--- config.mk ---
export PLATFORM = sky130hd
export DESIGN_NAME = lift_action_fsm
export DESIGN_NICKNAME = d
export VERILOG_FILES = /design/src/rtl/lift_pkg.sv /design/src/rtl/lift_timer.sv /design/src/rtl/lift_action_fsm.sv
export SDC_FILE = /design/constraint.sdc
export NUM_CORES = 1
export LEC_CHECK = 0
export BUFFER_PORTS_ARGS = -buffer_cell sky130_fd_sc_hd__buf_2
export CELL_PAD_IN_SITES_DETAIL_PLACEMENT = 0
export CELL_PAD_IN_SITES_GLOBAL_PLACEMENT = 1
export CORE_ASPECT_RATIO = 2
export CORE_UTILIZATION = 38
export CTS_BUF_LIST = sky130_fd_sc_hd__clkbuf_16
export DETAILED_ROUTE_END_ITERATION = 8
export HOLD_SLACK_MARGIN = 0.08
export PLACE_DENSITY_LB_ADDON = 0.1
export SYNTH_ARGS = -nofsm -noshare
export SYNTH_HDL_FRONTEND = slang
export SYNTH_SLANG_ARGS = --single-unit
--- constraint.sdc ---
create_clock -name clk -period 2.4 [get_ports clk]
set_input_delay 0.24 -clock clk [delete_from_list [all_inputs] [get_ports clk]]
set_output_delay 0.24 -clock clk [all_outputs]
set_load 0.005 [all_outputs]
--- src/rtl/lift_pkg.sv ---
// Shared definitions for the two-floor lift controller: decoder action codes,
// controller state encoding and default timing constants.
package lift_pkg;

    // Action codes understood by the downstream seven-segment decoder
    localparam logic [2:0] ACT_DN   = 3'b000;
    localparam logic [2:0] ACT_A1   = 3'b001;
    localparam logic [2:0] ACT_UP   = 3'b010;
    localparam logic [2:0] ACT_A2   = 3'b011;
    localparam logic [2:0] ACT_R1   = 3'b100;
    localparam logic [2:0] ACT_R2   = 3'b101;
    localparam logic [2:0] ACT_NONE = 3'b110;

    // Default timing at a 50 MHz system clock
    localparam int DOOR_CYCLES_DEF   = 50_000_000;
    localparam int TRAVEL_CYCLES_DEF = 250_000_000;
    localparam int CNT_W_DEF         = 28;

    typedef enum logic [2:0] {
        ST_INIT,
        ST_PARK1,
        ST_PARK2,
        ST_REQ1,
        ST_REQ2,
        ST_MOVE_UP,
        ST_MOVE_DN,
        ST_FAULT
    } lift_state_t;

endpackage

--- src/rtl/lift_timer.sv ---
// Loadable down-counter shared by door dwell, door closing and travel timing.
// The count parks at zero; expired is only meaningful while enabled.
module lift_timer #(
    parameter int CNT_W = 28
) (
    input  logic             clk,
    input  logic             rst_n,
    input  logic             load,
    input  logic [CNT_W-1:0] load_val,
    input  logic             en,
    output logic             expired
);

    logic [CNT_W-1:0] count;

    // Load has priority; otherwise count down to zero while enabled
    always_ff @(posedge clk or negedge rst_n) begin
        if (!rst_n) begin
            count <= '0;
        end else if (load) begin
            count <= load_val;
        end else if (en && (count != '0)) begin
            count <= count - 1'b1;
        end
    end

    assign expired = en && (count == '0);

endmodule

--- src/rtl/lift_action_fsm.sv ---
// Two-floor lift controller. Latches calls, sequences door dwell, door closing
// and travel, and drives the registered action code for the segment decoder.
// Optional build macro LIFT_SYNC_EN: when defined, every button and sensor
// input passes through a two-flop synchronizer before use.
// Handshake note: there is no valid/ready traffic here; calls and sensors are
// plain levels sampled on every rising clk edge.
module lift_action_fsm
    import lift_pkg::*;
#(
    parameter int DOOR_CYCLES   = DOOR_CYCLES_DEF,
    parameter int TRAVEL_CYCLES = TRAVEL_CYCLES_DEF,
    parameter int CNT_W         = CNT_W_DEF
) (
    input  logic       clk,
    input  logic       rst_n,
    input  logic       call1,
    input  logic       call2,
    input  logic       at_floor1,
    input  logic       at_floor2,
    output logic [2:0] action,
    output logic       motor_up,
    output logic       motor_dn,
    output logic       door_open,
    output logic       fault,
    output logic [2:0] state_dbg
);

    localparam logic [CNT_W-1:0] DOOR_LOAD   = CNT_W'(DOOR_CYCLES - 1);
    localparam logic [CNT_W-1:0] TRAVEL_LOAD = CNT_W'(TRAVEL_CYCLES - 1);

    logic        c1, c2, f1, f2;
    lift_state_t state, state_nx;
    logic [1:0]  pending, pending_nx;   // bit 0 = floor 1, bit 1 = floor 2
    logic        reload;
    logic        tmr_load, tmr_en, tmr_expired;
    logic [CNT_W-1:0] tmr_val;
    logic [2:0]  action_nx;
    logic        up_nx, dn_nx, door_nx, fault_nx;

`ifdef LIFT_SYNC_EN
    logic [3:0] sync_a, sync_b;

    // Two-flop synchronizer for buttons and floor sensors
    always_ff @(posedge clk or negedge rst_n) begin
        if (!rst_n) begin
            sync_a <= '0;
            sync_b <= '0;
        end else begin
            sync_a <= {call1, call2, at_floor1, at_floor2};
            sync_b <= sync_a;
        end
    end

    assign {c1, c2, f1, f2} = sync_b;
`else
    assign {c1, c2, f1, f2} = {call1, call2, at_floor1, at_floor2};
`endif

    lift_timer #(.CNT_W(CNT_W)) u_timer (
        .clk      (clk),
        .rst_n    (rst_n),
        .load     (tmr_load),
        .load_val (tmr_val),
        .en       (tmr_en),
        .expired  (tmr_expired)
    );

    // State, pending calls and registered outputs
    always_ff @(posedge clk or negedge rst_n) begin
        if (!rst_n) begin
            state     <= ST_INIT;
            pending   <= 2'b00;
            action    <= ACT_NONE;
            motor_up  <= 1'b0;
            motor_dn  <= 1'b0;
            door_open <= 1'b0;
            fault     <= 1'b0;
        end else begin
            state     <= state_nx;
            pending   <= pending_nx;
            action    <= action_nx;
            motor_up  <= up_nx;
            motor_dn  <= dn_nx;
            door_open <= door_nx;
            fault     <= fault_nx;
        end
    end

    // Next state, pending-call update and timer control
    always_comb begin
        state_nx   = state;
        pending_nx = pending;
        reload     = 1'b0;
        if (f1 && f2) begin
            // Contradictory sensors override everything
            state_nx   = ST_FAULT;
            pending_nx = 2'b00;
        end else begin
            case (state)
                ST_INIT: begin
                    if (f1)      state_nx = ST_PARK1;
                    else if (f2) state_nx = ST_PARK2;
                    else         state_nx = ST_MOVE_DN;   // home to floor 1
                end
                ST_PARK1: begin
                    pending_nx[1] = pending[1] | c2;
                    if (c1)                            reload   = 1'b1;
                    else if (tmr_expired && pending[1]) state_nx = ST_REQ2;
                end
                ST_PARK2: begin
                    pending_nx[0] = pending[0] | c1;
                    if (c2)                            reload   = 1'b1;
                    else if (tmr_expired && pending[0]) state_nx = ST_REQ1;
                end
                ST_REQ1: begin
                    pending_nx = pending | {c2, c1};
                    if (tmr_expired) state_nx = ST_MOVE_DN;
                end
                ST_REQ2: begin
                    pending_nx = pending | {c2, c1};
                    if (tmr_expired) state_nx = ST_MOVE_UP;
                end
                ST_MOVE_UP: begin
                    pending_nx = pending | {c2, c1};
                    if (f2) begin
                        state_nx      = ST_PARK2;
                        pending_nx[1] = 1'b0;
                    end else if (tmr_expired) begin
                        state_nx   = ST_FAULT;
                        pending_nx = 2'b00;
                    end
                end
                ST_MOVE_DN: begin
                    pending_nx = pending | {c2, c1};
                    if (f1) begin
                        state_nx      = ST_PARK1;
                        pending_nx[0] = 1'b0;
                    end else if (tmr_expired) begin
                        state_nx   = ST_FAULT;
                        pending_nx = 2'b00;
                    end
                end
                ST_FAULT: pending_nx = 2'b00;
                default:  state_nx   = ST_FAULT;
            endcase
        end
        tmr_load = reload || (state_nx != state);
        tmr_val  = (state_nx == ST_MOVE_UP || state_nx == ST_MOVE_DN) ? TRAVEL_LOAD : DOOR_LOAD;
        tmr_en   = (state != ST_INIT) && (state != ST_FAULT);
    end

    // Output values for the state being entered
    always_comb begin
        action_nx = ACT_NONE;
        up_nx     = 1'b0;
        dn_nx     = 1'b0;
        door_nx   = 1'b0;
        fault_nx  = 1'b0;
        case (state_nx)
            ST_PARK1:   begin action_nx = ACT_A1; door_nx = 1'b1; end
            ST_PARK2:   begin action_nx = ACT_A2; door_nx = 1'b1; end
            ST_REQ1:    action_nx = ACT_R1;
            ST_REQ2:    action_nx = ACT_R2;
            ST_MOVE_UP: begin action_nx = ACT_UP; up_nx = 1'b1; end
            ST_MOVE_DN: begin action_nx = ACT_DN; dn_nx = 1'b1; end
            ST_FAULT:   fault_nx = 1'b1;
            default:    action_nx = ACT_NONE;
        endcase
    end

    assign state_dbg = state;

endmodule
## After elaboration in Yosys (flattened, before gate mapping)

Cells that the tools add are included.

- Register bits after elaboration: 40
- Output and inout port bits: 10

- Add/sub/neg operators: 1
- Eq/ne operators: 16
- Muxes and demuxes: 33
- Bitwise operators: 3
- Reductions and logical operators: 17

Operator list:

| operator | count |
|---|---|
| $mux 28 | 3 |
| $mux 3 | 12 |
| $logic_not 28->1 | 1 |
| $reduce_bool 28->1 | 1 |
| $sub 28x1->28 const B | 1 |
| $eq 3x3->1 const B | 8 |
| $pmux 3 s7 | 1 |
| $pmux 3 s6 | 1 |
| $eq 3x2->1 const B | 4 |
| $reduce_bool 6->1 | 2 |
| $mux 1 | 11 |
| $pmux 1 s5 | 2 |
| $eq 3x1->1 const B | 2 |
| $logic_and 1x1->1 | 6 |
| $mux 2 | 2 |
| $reduce_or 2->1 | 2 |
| $logic_not 3->1 | 1 |
| $ne 3x3->1 | 1 |
| $ne 3x3->1 const B | 1 |
| $reduce_bool 3->1 | 1 |
| $logic_or 1x1->1 | 2 |
| $or 1x1->1 | 2 |
| $or 2x2->2 | 1 |
| $pmux 1 s2 | 1 |
| $reduce_bool 2->1 | 1 |

## Depth between registers and ports, before layout

Gate-level depths: netlist (run 1).

- Depth after elaboration: 12
- Gate-level depth with buffers: 9
- Gate-level depth less buffers: 8

## By module

Synthesis (run 1) repeated with hierarchy kept, for this count alone.

- Cells, all modules: 296
- Area total of the unflattened synthesis: 2797.7 sq um

By module, submodules not included:

| module | instances | cells each | area an instance (sq um) |
|---|---|---|---|
| lift_timer | 1 | 200 | 1901.8 |
| lift_action_fsm | 1 | 96 | 895.9 |

## Least setup slack after synthesis (run 1)

Ideal clock, no wire load.

- Path type: reg-to-reg
- Start point: register u_timer.count[6]
- End point: register u_timer.count[14]
- Setup time: 125 ps
- Arrival time: 2136 ps
- Data required time: 2275 ps
- Setup slack: 140 ps
- Stages on the path, launching flop included: 7
- Path buffers: 0
- Clock period less this slack: 2260 ps
- Cell sequence: dfrtp_1 -> nor4_4 -> nand3_2 -> nor3_4 -> nor4b_1 -> a211oi_4 -> mux2_2

- Longest elaborated chain between the ends: 11
- Elaborated cells on any way between the ends: 27

RTL lines:

| what | line | source |
|---|---|---|
| from (decl) | lift_timer.sv:14 | `logic [CNT_W-1:0] count;` |
| from (signal assigned) | lift_timer.sv:21 | `count <= load_val;` |
| from (signal assigned) | lift_timer.sv:23 | `count <= count - 1'b1;` |
| $logic_not 28->1 | lift_timer.sv:27 | `assign expired = en && (count == '0);` |
| $logic_and 1x1->1 | lift_timer.sv:27 |  |
| $logic_and 1x1->1 (on tied branches) | lift_action_fsm.sv:113, lift_action_fsm.sv:108 |  |
| $mux 3 (on tied branches) | lift_action_fsm.sv:113, lift_action_fsm.sv:108 |  |
| $mux 3 (on tied branches) | lift_action_fsm.sv:112, lift_action_fsm.sv:107 |  |
| $pmux 3 s7 | lift_action_fsm.sv:99 | `case (state)` |
| $mux 3 | lift_action_fsm.sv:94 | `if (f1 && f2) begin` |
| $eq 3x3->1 | lift_action_fsm.sv:148 | `tmr_val = (state_nx == ST_MOVE_UP \|\| state_nx == ST_MOVE_DN) ? TRAVEL_LOAD : DOOR_LOAD;` |
| $logic_or 1x1->1 | lift_action_fsm.sv:148 |  |
| $mux 28 | lift_action_fsm.sv:148 |  |
| $mux 28 | lift_timer.sv:20 | `end else if (load) begin` |

Several ways; a longest one is shown, not always the timed one. The select of a mux whose other input is x is not followed.
A chain may end at the register's enable or synchronous reset.

## Worst setup path after layout (run 1)

- Start point: register u_timer.count[0]
- End point: register u_timer.count[14]

The elaborated chain is that of the path after synthesis.

==> parameters.txt, run 1 <==
Parameter                              Value

Global routing
  Maximum number of pins on one net before global-route repair ... 27
  Global-route usage over all layers ... 18.98%
  Number of antenna violations at the first check in global routing ... 0
  Global-route wire length before repair ... 9.563 mm
  Grt total ovfl ... 0
  Via count of the first global-routing pass ... 2,064

Final layout
  Nets ... 298
  Area growth from synthesis to layout ... 23.62%
  Ant. Diodes ... 0
  Most common cell after layout, fill and taps aside ... sky130_fd_sc_hd__dfrtp_1
  Cell Count, Final, Fillers Out ... 375
  Most frequent cells in the layout ... sky130_fd_sc_hd__dfrtp_1, sky130_fd_sc_hd__buf_4, sky130_fd_sc_hd__nand2_1
  Share of layout cells above drive strength 1 ... 25.77%

Critical path
  Largest fanout on the critical path ... 23
  Critical path data arrival time ... 2.41 ns
  Critical Path Sink Type ... register
  Data required time of the critical path ... 2.57 ns
  Slowest-stage cell, CP ... sky130_fd_sc_hd__dfrtp_1
  Timing startpoint of the critical path ... u_timer.count[0]
  R2R setup slack ... 0.16 ns
  Critical register-to-register path startpoint ... u_timer.count[0]
  Critical Path, Cell by Cell ... inv_1 > ha_1 > nor2b_1 > nand4_1 > nor3_4 > nor4b_1 > a211oi_4 > buf_12 > mux2_2
  Max stage delay on crit path ... 0.40 ns
  Type of the setup path with the least slack ... register to register
  Category of the worst setup path launch point ... register

Logic synthesis
  Cell Area, Synth ... 2400 um2
  Library cells used by synthesis ... 57
  Number of synthesized register bits ... 40
  Average cell area after synthesis ... 9.677 um2
  Warnings, synthesis ... 0
  Post-Synthesis Cells ... 248
  Number of enable-type register cells in the synthesized netlist ... 0
  Sequential-to-total area share from yosys stat ... 41.81%
  Dominant register cell in the synthesized netlist ... sky130_fd_sc_hd__dfrtp_1
  Share of flip-flops with an asynchronous set or reset after synthesis ... 100.0%
  Net count after synthesis ... 256

Floorplan
  Initial cell density of the core ... 39.63%
  Full die area ... 6656 um2
  Width of the die ... 58.19 um
  Number of core rows ... 40
  I/O pin cnt ... 16
  Core ar. ... 6056 um2
  Die height ... 114.4 um

Detailed routing
  Total number of vias ... 1,950
  Number of search-and-repair iterations in the first detailed-routing pass ... 4
  Drt total wl ... 5.675 mm
  Mean routed wirelength per cell ... 15.13 um
  Detail-routed via count per cell ... 5.200
  Detail Route Antenna Nets ... 0
  Count of routing violations after the opening detailed-route iteration ... 83
  DR DRC count ... 0

STA
  Max-slew headroom ... 61.62%
  Hold slack final ... 0.3704 ns
  Fin crit period ... 2.240 ns
  Max-slew violations ... 0
  Timing-limited maximum frequency ... 446.5 MHz
  Setup TNS ... 0 ns
  Final Setup Violations ... 0
  Ratio of final minimum period to clock period ... 93.32%
  Final Hold Vio Count ... 0
  Clock skew ... 0.003347 ns
  Worst-Margin Slew ... 0.5676 ns
  Worst setup slack after layout ... 0.1603 ns

Clock network
  TritonCTS clock tree ... yes
  Longest Clk Path Bufs ... 2
  Setup repair bufs after CTS ... 0
  CTS buffer count ... 5
  Clk sinks ... 40
  Total number of H-tree levels ... 2
  Clock latency on the worst-skew pair ... 0.29 ns
  Root buf cell ... sky130_fd_sc_hd__clkbuf_16
  Clock slew seen by the registers of the worst setup and hold paths ... 0.06 ns

Power
  Total power consumption of the routed design ... 0.001844 W
  Switching portion of total power ... 26.14%
  Total power divided by cell area ... 621.6 nW/um2
  Internal power contribution ... 0.001362 W
  Combinational cell fraction of total power ... 17.2%
  Maximum VDD drop ... 730.3 uV
  Leak ... 1.218 nW
  Share of total power in sequential cells ... 41.0%
  Switching power summed over all nets ... 0.0004821 W
  Clk network pwr share ... 41.8%

Placed design
  Final weighted congestion of routability-driven global placement ... 0.7607
  Dpl hpwl ... 4.257 mm
  Input/output buffers ... 15
  Worst slack after detailed placement ... 0.1141 ns
  Instance count after placement with tap cells included ... 366

Hold path
  Type of the worst min-delay path ... input port to register
  Min-Delay Startpoint ... call2

Run status
  Status ... completed

Run
  Maxcap violations ... 0
## registers in the layout, summed over array words and instances, names as in the netlist
signal / cells
u_timer.count: 28
action: 3
state_dbg: 3
pending: 2
door_open: 1
fault: 1
motor_dn: 1
motor_up: 1
## power by group through the flow
stage	Sequential, W	Combinational (W)	Clock (W)
5_1_grt	0.000759	0.000358	0.000813
3_3_place_gp	0.000767	0.000322	0
3_5_place_dp	0.000766	0.000321	0
2_1_floorplan	0.000761	0.000190	0
4_1_cts	0.000755	0.000324	0.000796
6_report	0.000755	0.000317	0.000772
## through the flow
step / area, um2 / utilization (%)
after floorplan: 2400 / -
after global placement: 2764 / 45.64
after detailed placement: 2764 / 45.64
after CTS: 2945 / 48.64
after global routing: 2967 / 48.99
final: 2967 / 48.99
## worst max-delay path: cells and delay by family (launching register included)
family                     cells  cell delay (ns)
and+or+nand+nor                4             0.68
DFF                            1             0.40
muxes                          1             0.34
AOI/OAI and AO/OA              1             0.25
buffers and inverters          2             0.28
adders and majority gates      1             0.16
## cells in the mapped netlist, types with 5 or more instances
master                     count  share of area [%]
sky130_fd_sc_hd__a21oi_1       7                1.5
sky130_fd_sc_hd__and2_1        6                1.6
sky130_fd_sc_hd__clkbuf_1      5               0.78
sky130_fd_sc_hd__dfrtp_1      38                 40
sky130_fd_sc_hd__inv_1         6               0.94
sky130_fd_sc_hd__mux2i_1       6                2.5
sky130_fd_sc_hd__nand2_1      27                4.2
sky130_fd_sc_hd__nand2b_1      7                1.8
sky130_fd_sc_hd__nand3_1       7                1.5
sky130_fd_sc_hd__nor2_1       20                3.1
sky130_fd_sc_hd__nor2b_1       5                1.3
sky130_fd_sc_hd__nor3_1        7                1.5
sky130_fd_sc_hd__nor4_1        6                1.6
sky130_fd_sc_hd__o211ai_1      6                1.9
sky130_fd_sc_hd__o21ai_0       6                1.3
sky130_fd_sc_hd__xnor2_1      18                6.6
sky130_fd_sc_hd__xor2_1       10                3.6
## final timing paths
kind	to	depth (start not counted)
max	u_timer.count[14]	9
min	pending[1]	4
max reg2reg	u_timer.count[14]	9
min reg2reg	u_timer.count[13]	2
max in group asynchronous	action[2]	3
min in group asynchronous	pending[1]	2
## per-layer routing
layer	track usage (%)	wire, um
met1	19.32	2121
met2	36.25	3272
met3	3.164	139
met4	8.254	142
met5	0	0
## what timing repair did
item	in CTS	in global routing
endpoints found under the hold margin	14	0
hold buffers	1	0
endpoints found under the setup margin	0	5
gates resized for setup	0	4
## cell families after synthesis
| kind of cell | synth area share [%] |
|---|---|
| multiplexers | 4.536 |
| XOR/XNOR | 10.22 |
| AO/OA/AOI/OAI | 12.83 |
| AND/OR/NAND/NOR | 25.60 |
| buffers and inverters | 3.493 |
| flip-flops | 41.81 |
| adder cells (fa/ha/maj) | 1.512 |
## final cells by class
| class | instances | area, um2 |
|---|---|---|
| Fill cell | 594 | 3089 |
| Multi-Input combinational cell | 190 | 1333 |
| Sequential cell | 40 | 1005 |
| Timing Repair Buffer | 47 | 330.3 |
| Clock buffer | 5 | 125.1 |
| Tap cell | 84 | 105.1 |
| Clock inverter | 3 | 46.29 |
| Inverter | 6 | 22.52 |
No activity file was read; power rests on OpenSTA's default activity.
==> run 2, diff against run 1 <==
PLACE_DENSITY = 0.8   (was not set)
PLACE_DENSITY_LB_ADDON = not set   (was 0.1)
==> run 2 against run 1 <==
Count of clock-buffer cells in the layout did not move. Clock power fell by 16%. Clock skew rose by 0.0015 ns. Fmax rose by 0.52%. Power fell by 7.6%. First-iteration DRC count rose by 37%. Critical endpoint is now action[0]. Largest cell class unchanged.
==> parameters.txt, run 2 (synthesis results as in run 1) <==
Parameter                              Value

Run status
  Status ... completed

Clock network
  Clock latency on the worst-skew pair ... 0.28 ns
  Total number of H-tree levels ... 2
  Root buf cell ... sky130_fd_sc_hd__clkbuf_16
  Clock slew seen by the registers of the worst setup and hold paths ... 0.06 ns
  Clk sinks ... 40
  CTS buffer count ... 5
  TritonCTS clock tree ... yes
  Longest Clk Path Bufs ... 2

Final layout
  Nets ... 293
  Most frequent cells in the layout ... sky130_fd_sc_hd__dfrtp_1, sky130_fd_sc_hd__nand2_1, sky130_fd_sc_hd__buf_4
  Share of layout cells above drive strength 1 ... 24.83%
  Final cell area excluding filler cells ... 2878 um2
  Register containing the most flip-flops in the final layout ... u_timer.count
  Area growth from synthesis to layout ... 19.92%
  Most common cell after layout, fill and taps aside ... sky130_fd_sc_hd__dfrtp_1
  Final core utilization ... 47.52%
  Ant. Diodes ... 0
  Flip-flop count of the largest register, all copies and words added ... 28

Global routing
  Grt total ovfl ... 0
  Global-route wire length before repair ... 9.211 mm
  Number of antenna violations at the first check in global routing ... 0
  Maximum number of pins on one net before global-route repair ... 41
  Via count of the first global-routing pass ... 1,960
  Global-route usage over all layers ... 18.33%

Floorplan
  Full die area ... 6656 um2
  Number of core rows ... 40
  I/O pin cnt ... 16
  Width of the die ... 58.19 um
  Die height ... 114.4 um
  Initial cell density of the core ... 39.63%
  Core ar. ... 6056 um2

Critical path
  Kind of cell adding the most delay to the critical path ... simple AND/OR/NAND/NOR gates
  Critical path data arrival time ... 2.46 ns
  R2R setup slack ... 0.17 ns
  Type of the setup path with the least slack ... register to register
  Count of cells along the worst register-to-register path ... 6
  Critical register-to-register path startpoint ... u_timer.count[10]
  Data required time of the critical path ... 2.63 ns
  Max stage delay on crit path ... 0.48 ns
  Critical Path Sink Type ... register
  Critical register-to-register path endpoint ... action[0]
  Slowest-stage cell, CP ... sky130_fd_sc_hd__or3_4
  Critical Path, Cell by Cell ... nor4_4 > nand3_2 > or3_4 > mux2_4 > maj3_2 > inv_1
  Largest fanout on the critical path ... 6
  Category of the worst setup path launch point ... register
  Buffers and inverters on the worst path ... 1

Power
  Leak ... 1.180 nW
  Combinational cell fraction of total power ... 17.8%
  Internal power contribution ... 0.001241 W
  Share of total power in sequential cells ... 44.4%
  Switching power summed over all nets ... 0.0004637 W
  Total power divided by cell area ... 592.4 nW/um2
  Maximum VDD drop ... 330.9 uV
  Clk network pwr share ... 37.9%
  Total power consumption of the routed design ... 0.001705 W
  Switching portion of total power ... 27.20%

STA
  Timing-limited maximum frequency ... 448.8 MHz
  Setup TNS ... 0 ns
  Worst-Margin Slew ... 0.8679 ns
  Max-slew headroom ... 42.14%
  Fin crit period ... 2.228 ns
  Final Setup Violations ... 0
  Final Hold Vio Count ... 0
  Clock skew ... 0.004882 ns
  Max-slew violations ... 0
  Ratio of final minimum period to clock period ... 92.84%
  RSZ-0062 raised after global routing ... no

Placed design
  Input/output buffers ... 15
  Dpl hpwl ... 4.047 mm
  Placed Instance Area ... 2699 um2
  Final weighted congestion of routability-driven global placement ... 0.8418

Detailed routing
  DR DRC count ... 0
  Mean routed wirelength per cell ... 14.45 um
  Post-route met1 wirelength ... 2.112 mm
  Highest routed metal layer ... met4
  Drt total wl ... 5.345 mm
  Detail Route Antenna Nets ... 0
  Total number of vias ... 1,946
  Count of routing violations after the opening detailed-route iteration ... 114
  Met2 Routed Length ... 2.872 mm
  Number of search-and-repair iterations in the first detailed-routing pass ... 4
  Detail-routed via count per cell ... 5.259
  Detailed route wirelength on metal3 ... 138 um

Hold path
  Type of the worst min-delay path ... input port to asynchronous set/reset pin

Run
  Maxcap violations ... 0
## run 2: per-stage QoR
| step | worst slack, ns | std cells | hold WS, ns |
|---|---|---|---|
| after global placement | 0.1186 | 359 | 0.3996 |
| final | 0.1718 | 370 | 0.05888 |
| after detailed placement | 0.09827 | 359 | 0.4040 |
| after floorplan | 0.1396 | 248 | -0.05559 |
| after CTS | 0.07755 | 367 | 0.09947 |
| after global routing | 0.05557 | 370 | 0.1604 |
## run 2: how the worst max path moves through the flow
stage                           start                 to  slack [ns]  cells past startpoint
finish              u_timer.count[10]          action[0]        0.17                      6
detailed placement  u_timer.count[10]  u_timer.count[14]         0.1                      7
CTS                 u_timer.count[10]  u_timer.count[14]        0.08                      7
global placement    u_timer.count[16]          action[0]        0.12                      6
global route         u_timer.count[6]  u_timer.count[14]        0.06                      7
floorplan            u_timer.count[6]  u_timer.count[14]        0.14                      6
## run 2: final cells by class
class	instances	area [um2]
Tap cell	84	105.1
Clock inverter	3	18.77
Fill cell	593	3178
Clock buffer	5	125.1
Multi-Input combinational cell	190	1324
Inverter	6	22.52
Timing Repair Buffer	42	277.8
Sequential cell	40	1005
## run 2: metal layers
metal / up-vias / GRT usage, %
li1: 945 / -
met1: 938 / 19.25
met2: 46 / 33.18
met3: 17 / 3.051
met4: 0 / 10.48
met5: - / 0
## run 2: power by group through the flow
stage          clock (W)  combinational, W  sequential [W]
5_1_grt         0.000690          0.000341        0.000764
4_1_cts         0.000663          0.000303        0.000756
2_1_floorplan          0          0.000190        0.000761
6_report        0.000646          0.000303        0.000756
3_5_place_dp           0          0.000300        0.000768
3_3_place_gp           0          0.000298        0.000766
## run 2: timing repair
item / in CTS / in global routing
resized for setup: 0 / 4
endpoints found under the setup margin: 0 / 26
setup buffers: 0 / 3
hold buffers: 0 / 0
hold endpoints to repair: 0 / 0
